--- src/rtl/module_scan_keypad.sv ---
// 4x4 matrix keypad scanner: one-cold column drive, synchronized row sampling, press/release
// debounce, key encoding and a valid/ack hand-off. Define KEYPAD_AUTOREPEAT_EN for held-key repeat.
module module_scan_keypad #(
  parameter int DWELL_CYC = 27000,
  parameter int DB_CNT    = 8
`ifdef KEYPAD_AUTOREPEAT_EN
  , parameter int REPEAT_DWELLS = 500
`endif
) (
  input  logic       clk_i,
  input  logic       rst_ni,
  input  logic [3:0] row_i,
  input  logic       key_ack_i,
  output logic [3:0] column_o,
  output logic [3:0] key_code_o,
  output logic       key_valid_o,
  output logic       key_held_o,
  output logic       overrun_o
);

  localparam int DW_W = $clog2(DWELL_CYC);
  localparam int DB_W = $clog2(DB_CNT + 1);
  localparam logic [1:0] S_SCAN = 2'd0, S_DEB = 2'd1, S_HELD = 2'd2;
  // Nibble {row,col} -> key code; row 3 holds * 0 # D.
  localparam logic [63:0] KEYMAP = 64'hDF0E_C987_B654_A321;

  logic [3:0]      row_s1_q, row_s2_q;
  logic [DW_W-1:0] dwell_q;
  logic [1:0]      state_q, state_d, col_q, col_d, row_lat_q, row_lat_d;
  logic [DB_W-1:0] db_q, db_d;
  logic            held_q, held_d;
  logic [3:0]      key_code_q;
  logic            key_valid_q, overrun_q;
  logic            sample, one_low, all_high, emit;
  logic [1:0]      row_idx;
  logic [3:0]      enc_code;

`ifdef KEYPAD_AUTOREPEAT_EN
  localparam int RP_W = $clog2(REPEAT_DWELLS + 1);
  logic [RP_W-1:0] rep_q, rep_d;
`endif

  assign sample   = (dwell_q == DW_W'(DWELL_CYC - 1));
  assign all_high = (row_s2_q == 4'hF);
  assign enc_code = KEYMAP[{row_lat_q, col_q, 2'b00} +: 4];

  always_comb begin
    one_low = 1'b1;
    row_idx = 2'd0;
    case (row_s2_q)
      4'b1110: row_idx = 2'd0;
      4'b1101: row_idx = 2'd1;
      4'b1011: row_idx = 2'd2;
      4'b0111: row_idx = 2'd3;
      default: one_low = 1'b0;
    endcase
  end

  always_comb begin
    state_d   = state_q;
    col_d     = col_q;
    row_lat_d = row_lat_q;
    db_d      = db_q;
    held_d    = held_q;
    emit      = 1'b0;
`ifdef KEYPAD_AUTOREPEAT_EN
    rep_d     = rep_q;
`endif
    if (sample) begin
      case (state_q)
        S_SCAN: begin
          if (one_low) begin
            row_lat_d = row_idx;
            db_d      = DB_W'(1);
            state_d   = S_DEB;
          end else begin
            col_d = col_q + 2'd1;
          end
        end
        S_DEB: begin
          if (one_low && row_idx == row_lat_q) begin
            if (db_q == DB_W'(DB_CNT - 1)) begin
              emit    = 1'b1;
              held_d  = 1'b1;
              db_d    = '0;
              state_d = S_HELD;
`ifdef KEYPAD_AUTOREPEAT_EN
              rep_d   = '0;
`endif
            end else begin
              db_d = db_q + 1'b1;
            end
          end else begin
            col_d   = col_q + 2'd1;
            db_d    = '0;
            state_d = S_SCAN;
          end
        end
        S_HELD: begin
          // db_q now counts consecutive released samples.
          if (all_high) begin
            if (db_q == DB_W'(DB_CNT - 1)) begin
              held_d  = 1'b0;
              db_d    = '0;
              col_d   = col_q + 2'd1;
              state_d = S_SCAN;
            end else begin
              db_d = db_q + 1'b1;
            end
          end else begin
            db_d = '0;
`ifdef KEYPAD_AUTOREPEAT_EN
            if (rep_q == RP_W'(REPEAT_DWELLS - 1)) begin
              emit  = 1'b1;
              rep_d = '0;
            end else begin
              rep_d = rep_q + 1'b1;
            end
`endif
          end
        end
        default: state_d = S_SCAN;
      endcase
    end
  end

  always_ff @(posedge clk_i or negedge rst_ni) begin
    if (!rst_ni) begin
      row_s1_q    <= 4'hF;
      row_s2_q    <= 4'hF;
      dwell_q     <= '0;
      state_q     <= S_SCAN;
      col_q       <= 2'd0;
      row_lat_q   <= 2'd0;
      db_q        <= '0;
      held_q      <= 1'b0;
      key_code_q  <= 4'd0;
      key_valid_q <= 1'b0;
      overrun_q   <= 1'b0;
`ifdef KEYPAD_AUTOREPEAT_EN
      rep_q       <= '0;
`endif
    end else begin
      row_s1_q  <= row_i;
      row_s2_q  <= row_s1_q;
      dwell_q   <= sample ? '0 : dwell_q + 1'b1;
      state_q   <= state_d;
      col_q     <= col_d;
      row_lat_q <= row_lat_d;
      db_q      <= db_d;
      held_q    <= held_d;
`ifdef KEYPAD_AUTOREPEAT_EN
      rep_q     <= rep_d;
`endif
      // An ack on the emit edge frees the slot for the new code.
      if (emit) begin
        if (!key_valid_q || key_ack_i) begin
          key_code_q  <= enc_code;
          key_valid_q <= 1'b1;
        end else begin
          overrun_q <= 1'b1;
        end
      end else if (key_ack_i) begin
        key_valid_q <= 1'b0;
      end
    end
  end

  assign column_o    = ~(4'b0001 << col_q);
  assign key_code_o  = key_code_q;
  assign key_valid_o = key_valid_q;
  assign key_held_o  = held_q;
  assign overrun_o   = overrun_q;

endmodule

--- config.mk ---
export PLATFORM = sky130hd
export DESIGN_NAME = module_scan_keypad
export DESIGN_NICKNAME = d
export VERILOG_FILES = /design/src/rtl/module_scan_keypad.sv
export SDC_FILE = /design/constraint.sdc
export NUM_CORES = 1
export LEC_CHECK = 0
export ABC_AREA = 1
export ABC_CLOCK_PERIOD_IN_PS = 2050
export CAP_MARGIN = 10
export CORE_ASPECT_RATIO = 0.6
export CORE_MARGIN = 4
export CORE_UTILIZATION = 58
export DETAILED_ROUTE_END_ITERATION = 8
export GPL_ROUTABILITY_DRIVEN = 0
export HOLD_SLACK_MARGIN = 0.15
export PLACE_DENSITY = 0.79
export SYNTH_ARGS = -nofsm -noshare
export SYNTH_HDL_FRONTEND = slang
export SYNTH_SLANG_ARGS = --single-unit
--- constraint.sdc ---
create_clock -name clk_i -period 2.05 [get_ports clk_i]
set_input_delay 0.615 -clock clk_i [delete_from_list [all_inputs] [get_ports clk_i]]
set_output_delay 0.615 -clock clk_i [all_outputs]
set_load 0.02 [all_outputs]
-- Word level (Yosys, flattened, before mapping)
Index checks and enable logic that the tools add are counted.
- flip-flop bits (word level): 40
- bits in latches: 0
- bits in writable memories: 0
- memory bits (read-only): 0
- input port bits: 7
- output and inout bits: 11
- word-level logic and storage cells: 84
- memories: 0
- $add $sub $neg: 3
- $mul: 0
- divide/modulo/power cells: 0
- magnitude comparators: 0
- eq/ne operators: 19
- shifts and indexed selects: 2
- multiplexer cells: 31
- bitwise logic cells: 2
- reduce and logical (&&, ||, !) cells: 16
- operators by type and width (kind ; count):
    variable part select 64 x 7 -> 4 bit, first input constant ; 1
    two-way mux 2 bit ; 9
    case mux 2 bit (3 select lines) ; 3
    equality test 4 bit, second input constant ; 4
    two-way mux 4 bit ; 4
    adder 15 x 1 -> 15 bit, second input constant ; 1
    equality test 15 bit, second input constant ; 1
    two-way mux 15 bit ; 1
    inequality test 2 bit, second input constant ; 7
    two-way mux 1 bit ; 12
    case mux 4 bit (3 select lines) ; 1
    AND reduction 6 bit ; 2
    equality test 4 x 3 -> 1 bit, second input constant ; 2
    AND reduction 2 bit ; 3
    AND reduction 3 bit ; 2
    AND reduction 5 bit ; 1
    adder 4 x 1 -> 4 bit, second input constant ; 1
    inverter 4 bit ; 1
    nonzero test 2 bit ; 2
    OR reduction 4 bit ; 1
    << shifter 1 x 2 -> 4 bit, first input constant ; 1
    inequality test 3 bit, second input constant ; 1
    nonzero test 3 bit ; 1
    adder 2 x 1 -> 2 bit, second input constant ; 1
    10 further kinds ; 10

-- Logic depth before layout (Yosys ltp)
- depth after elaboration: 9
- gate-level depth with buffers: 12
- depth with buffers taken out: 12

-- Least setup slack after synthesis
No wires, ideal clock.
- kind: register to register
- from: register dwell_q[0]
- to: register dwell_q[12]
- library setup time: 0.118 ns
- data arrival time: 1.384 ns
- data required time: 1.932 ns
- path slack: 0.548 ns
- cell stages (with the launch flop): 12
- buffers on the path: 0
- clock period less this slack: 1.502 ns
- path through: dfrtp_1 -> ha_1 -> nand2_2 -> inv_2 -> nand3_2 -> nor2_2 -> nand2_1 -> nor2_2 -> nand2_2 -> nor2_2 -> xor2_1 -> inv_1
- word-level cells in the longest chain between the ends: 2
- elaborated cells on any way between the ends: 3
- classes of those cells: 1 x add/sub; 1 x eq/ne; 1 x mux
- RTL lines (what ; RTL line ; text):
    from (decl) ; 28 ; logic [DW_W-1:0] dwell_q;
    from (signal assigned) ; 146 ; dwell_q <= sample ? '0 : dwell_q + 1'b1;
    adder 15 x 1 -> 15 bit / equality test 15 bit (equally long branches) ; 146, 43 ;
    two-way mux 15 bit * ; 146 ;
Mark *: on every way between the ends. The rest lies on a longest branch, timed or not.
A chain may end at the register's enable or synchronous reset.

-- Worst setup path after layout
- from: register col_q[0]
- to: output column_o[2]
- word-level cells in the longest chain between the ends: 2
- RTL lines (what ; RTL line ; text):
    from (decl) ; 29 ; logic [1:0] state_q, state_d, col_q, col_d, row_lat_q, row_lat_d;
    from (signal assigned) ; 148 ; col_q <= col_d;
    << shifter 1 x 2 -> 4 bit ; 169 ; assign column_o = ~(4'b0001 << col_q);
    inverter 4 bit ; 169 ;
    to (decl) ; 14 ; output logic [3:0] column_o,
Every way passes these cells.

==> out/metrics.yaml <==
layout_common_cells: "59 x nand2_1, 40 x inv_1, 31 x dfrtp_1"
final_common_cell: "nand2_1"
required_ns: 1.43
reg2reg_slack_ns: 0.28
overflow: 0
root_buffer: "clkbuf_8"
fin_hold_ws_ns: 0.276
max-slew-margin-rel_pct: 68.3
final_cell_count_no_fill: 356
maxSlewViolCount: 0
start_kind: "register"
power_density_nw_per_um2: 518
leakage_uw: 0.00130
grt_pass1_wl_um: 7780
pre_cts_slack_ns: 0.0223
core_area_um2: 3720
routedWlPerCell_um: 12.6
p_sw_uw: 294
die_x_um: 88.7
finalPower_uw: 1360
dp_hpwl_um: 3450
ant_nets: 0
clock.fmax_mhz: 508
synth_area_per_cell_um2: 8.12
worstMarginPinSlew_ns: 0.475
area_growth_pct: 15.6
finalSetupViolations: 0
syn-num-nets: 298
setup_tns_ns: 0
synth_cells: 279
path_class: "reg -> out"
fin_ws_ns: 0.0831
numCtsBuffers: 5
path_clk_slew_ns: 0.07
num_io_pins: 18
crit_fanout: 5
worstSetupStartpoint: "col_q[0]"
clockPowerShare_pct: 36.3
rows: 17
drt_pass1_iterations: 5
grt_max_degree: 22
die-area_um2: 5000
period_needed_ns: 1.97
cts_tree: "built"
pwr-share-comb_pct: 4.2
die_h_um: 56.4
wirelength_um: 4500
min_period_over_period_pct: 95.9
arrival_ns: 1.35
finClkSkew_ns: 0.00640
synth_seq_area_share_pct: 44.6
final_nets: 327
critPathCaptureType: "output pin"
initial_core_util_pct: 60.8
viasPerCell: 5.12
hold_path.class: "in -> async"
ys_types: 33
r2r-start: "db_q[0]"
clock-sinks: 40
crit_end: "column_o[2]"
vdd_drop_max_uv: 422
hold_violations: 0
grt_pass1_vias: 1707
r2r_cells: 9
htreeDepth: 2
netSwitchingFraction_pct: 21.7
port_buffers: 17
nFillCells: 285
vias: 1821
clock_latency_ns: 0.29
remaining_drc_errors: 0
diodes: 0
synth_seq_cells: 40
run_status: "complete, no violations"
ys_warn_count: 0
clk_path_buf_depth: 2
reg2reg_to: "col_q[0]"
cap_violations: 0
antenna_found_initial: 0
rsz0062_at_grt: "false"
synth_area_um2: 2260
internal_power_uw: 1060
grt_use_total_pct: 20.1
drive_gt1_share_pct: 16.2
dp.cells: 345
seqPwrFrac_pct: 59.5
drt_iter0_markers: 137
## timing repair
item,CTS,global route
gates resized for setup,4,6
buffers inserted,3,0
hold buffers,0,0
setup endpoints to repair,4,3
## layout make-up
| cell class | instances | area (um2) | area share [%] |
|---|---|---|---|
| timing repair buffer | 23 | 215 | 8.22 |
| multi-input combinational | 192 | 1080 | 41.1 |
| sequential | 40 | 1010 | 38.7 |
| tap | 47 | 58.8 | 2.25 |
| clock buffer | 7 | 76.3 | 2.91 |
| clock inverter | 1 | 5.00 | 0.191 |
| inverter | 46 | 174 | 6.64 |
## worst min path at each step
stage	end	from	cells after the start	slack (ns)
after floorplan	col_q[0]	rst_ni	0	0.32
after global placement	row_s2_q[0]	row_s1_q[0]	0	0.35
after detailed placement	row_s2_q[3]	row_s1_q[3]	0	0.35
after CTS	dwell_q[13]	rst_ni	1	0.29
after global routing	dwell_q[13]	rst_ni	1	0.31
final	dwell_q[13]	rst_ni	1	0.28
## through the flow
step / instance area [um2] / util (%)
after floorplan: 2260 / -
after global placement: 2520 / 67.7
after detailed placement: 2520 / 67.7
after CTS: 2620 / 70.3
after global routing: 2620 / 70.4
final: 2620 / 70.4
## layer usage
layer  share of wire [%]  GRT usage (%)  vias up
met5                   0              0        -
met4                0.49           5.60        0
met3                 6.2           4.84        2
met2                  39           27.6       52
met1                  54           31.2      812
li1                    -              -      955
## sequential cells by signal (all words and copies together) (netlist names)
name and flops:
row_s2_q 4, row_s1_q 4, col_q 2, key_code_o 4, state_q 2, key_valid_o 1
db_q 4, key_held_o 1, dwell_q 15, row_lat_q 2, overrun_o 1
## cell usage after synthesis
cell type / count / area [um2]
mux2i_1: 2 / 20.0
dfstp_2: 8 / 210
clkinv_2: 1 / 5.00
o21bai_1: 1 / 7.51
dfrtp_1: 32 / 801
nor2_4: 3 / 33.8
inv_2: 4 / 15.0
and3_1: 1 / 6.26
nor3_1: 4 / 20.0
a21oi_1: 12 / 60.1
a21boi_1: 1 / 7.51
buf_2: 1 / 5.00
nor3b_1: 2 / 15.0
o21a_1: 1 / 7.51
nand4_1: 5 / 31.3
a31oi_1: 1 / 6.26
nand3_2: 2 / 20.0
a211oi_1: 1 / 7.51
nor3_2: 1 / 10.0
nand2_2: 7 / 43.8
o21ai_0: 18 / 90.1
xor2_1: 3 / 26.3
nand3_1: 18 / 90.1
nor2_2: 5 / 31.3
nand2_1: 59 / 221
o221ai_1: 1 / 8.76
ha_1: 12 / 150
nor4b_1: 1 / 8.76
inv_1: 41 / 154
nand3_4: 1 / 17.5
nand3b_4: 1 / 20.0
o21ai_1: 4 / 20.0
nor2_1: 25 / 93.8
## worst max-delay path: stages, from the launching register on
cell and delay (ns):
dfrtp_2 0.45, inv_2 0.09, ha_2 0.19, inv_1 0.04, dlygate4sd2_1 0.31
## power by group through the flow
stage	logic [uW]	clock network [uW]	registers [uW]
3_3_place_gp	56.7	0	821
5_1_grt	66.6	548	807
2_1_floorplan	23.1	0	821
4_1_cts	58.9	510	807
6_report	57.2	492	807
3_5_place_dp	58.7	0	822
## kinds of logic after synthesis
group	after synthesis	share of synthesized area [%]
AOI/OAI and AO/OA	40	9.50
buffers and inverters	47	7.90
xor gates and xnor gates	3	1.16
and+or+nand+nor	135	29.3
adders and majority gates	12	6.63
muxes	2	0.884
DFF	40	44.6
Power figures use the tool's default switching activity.
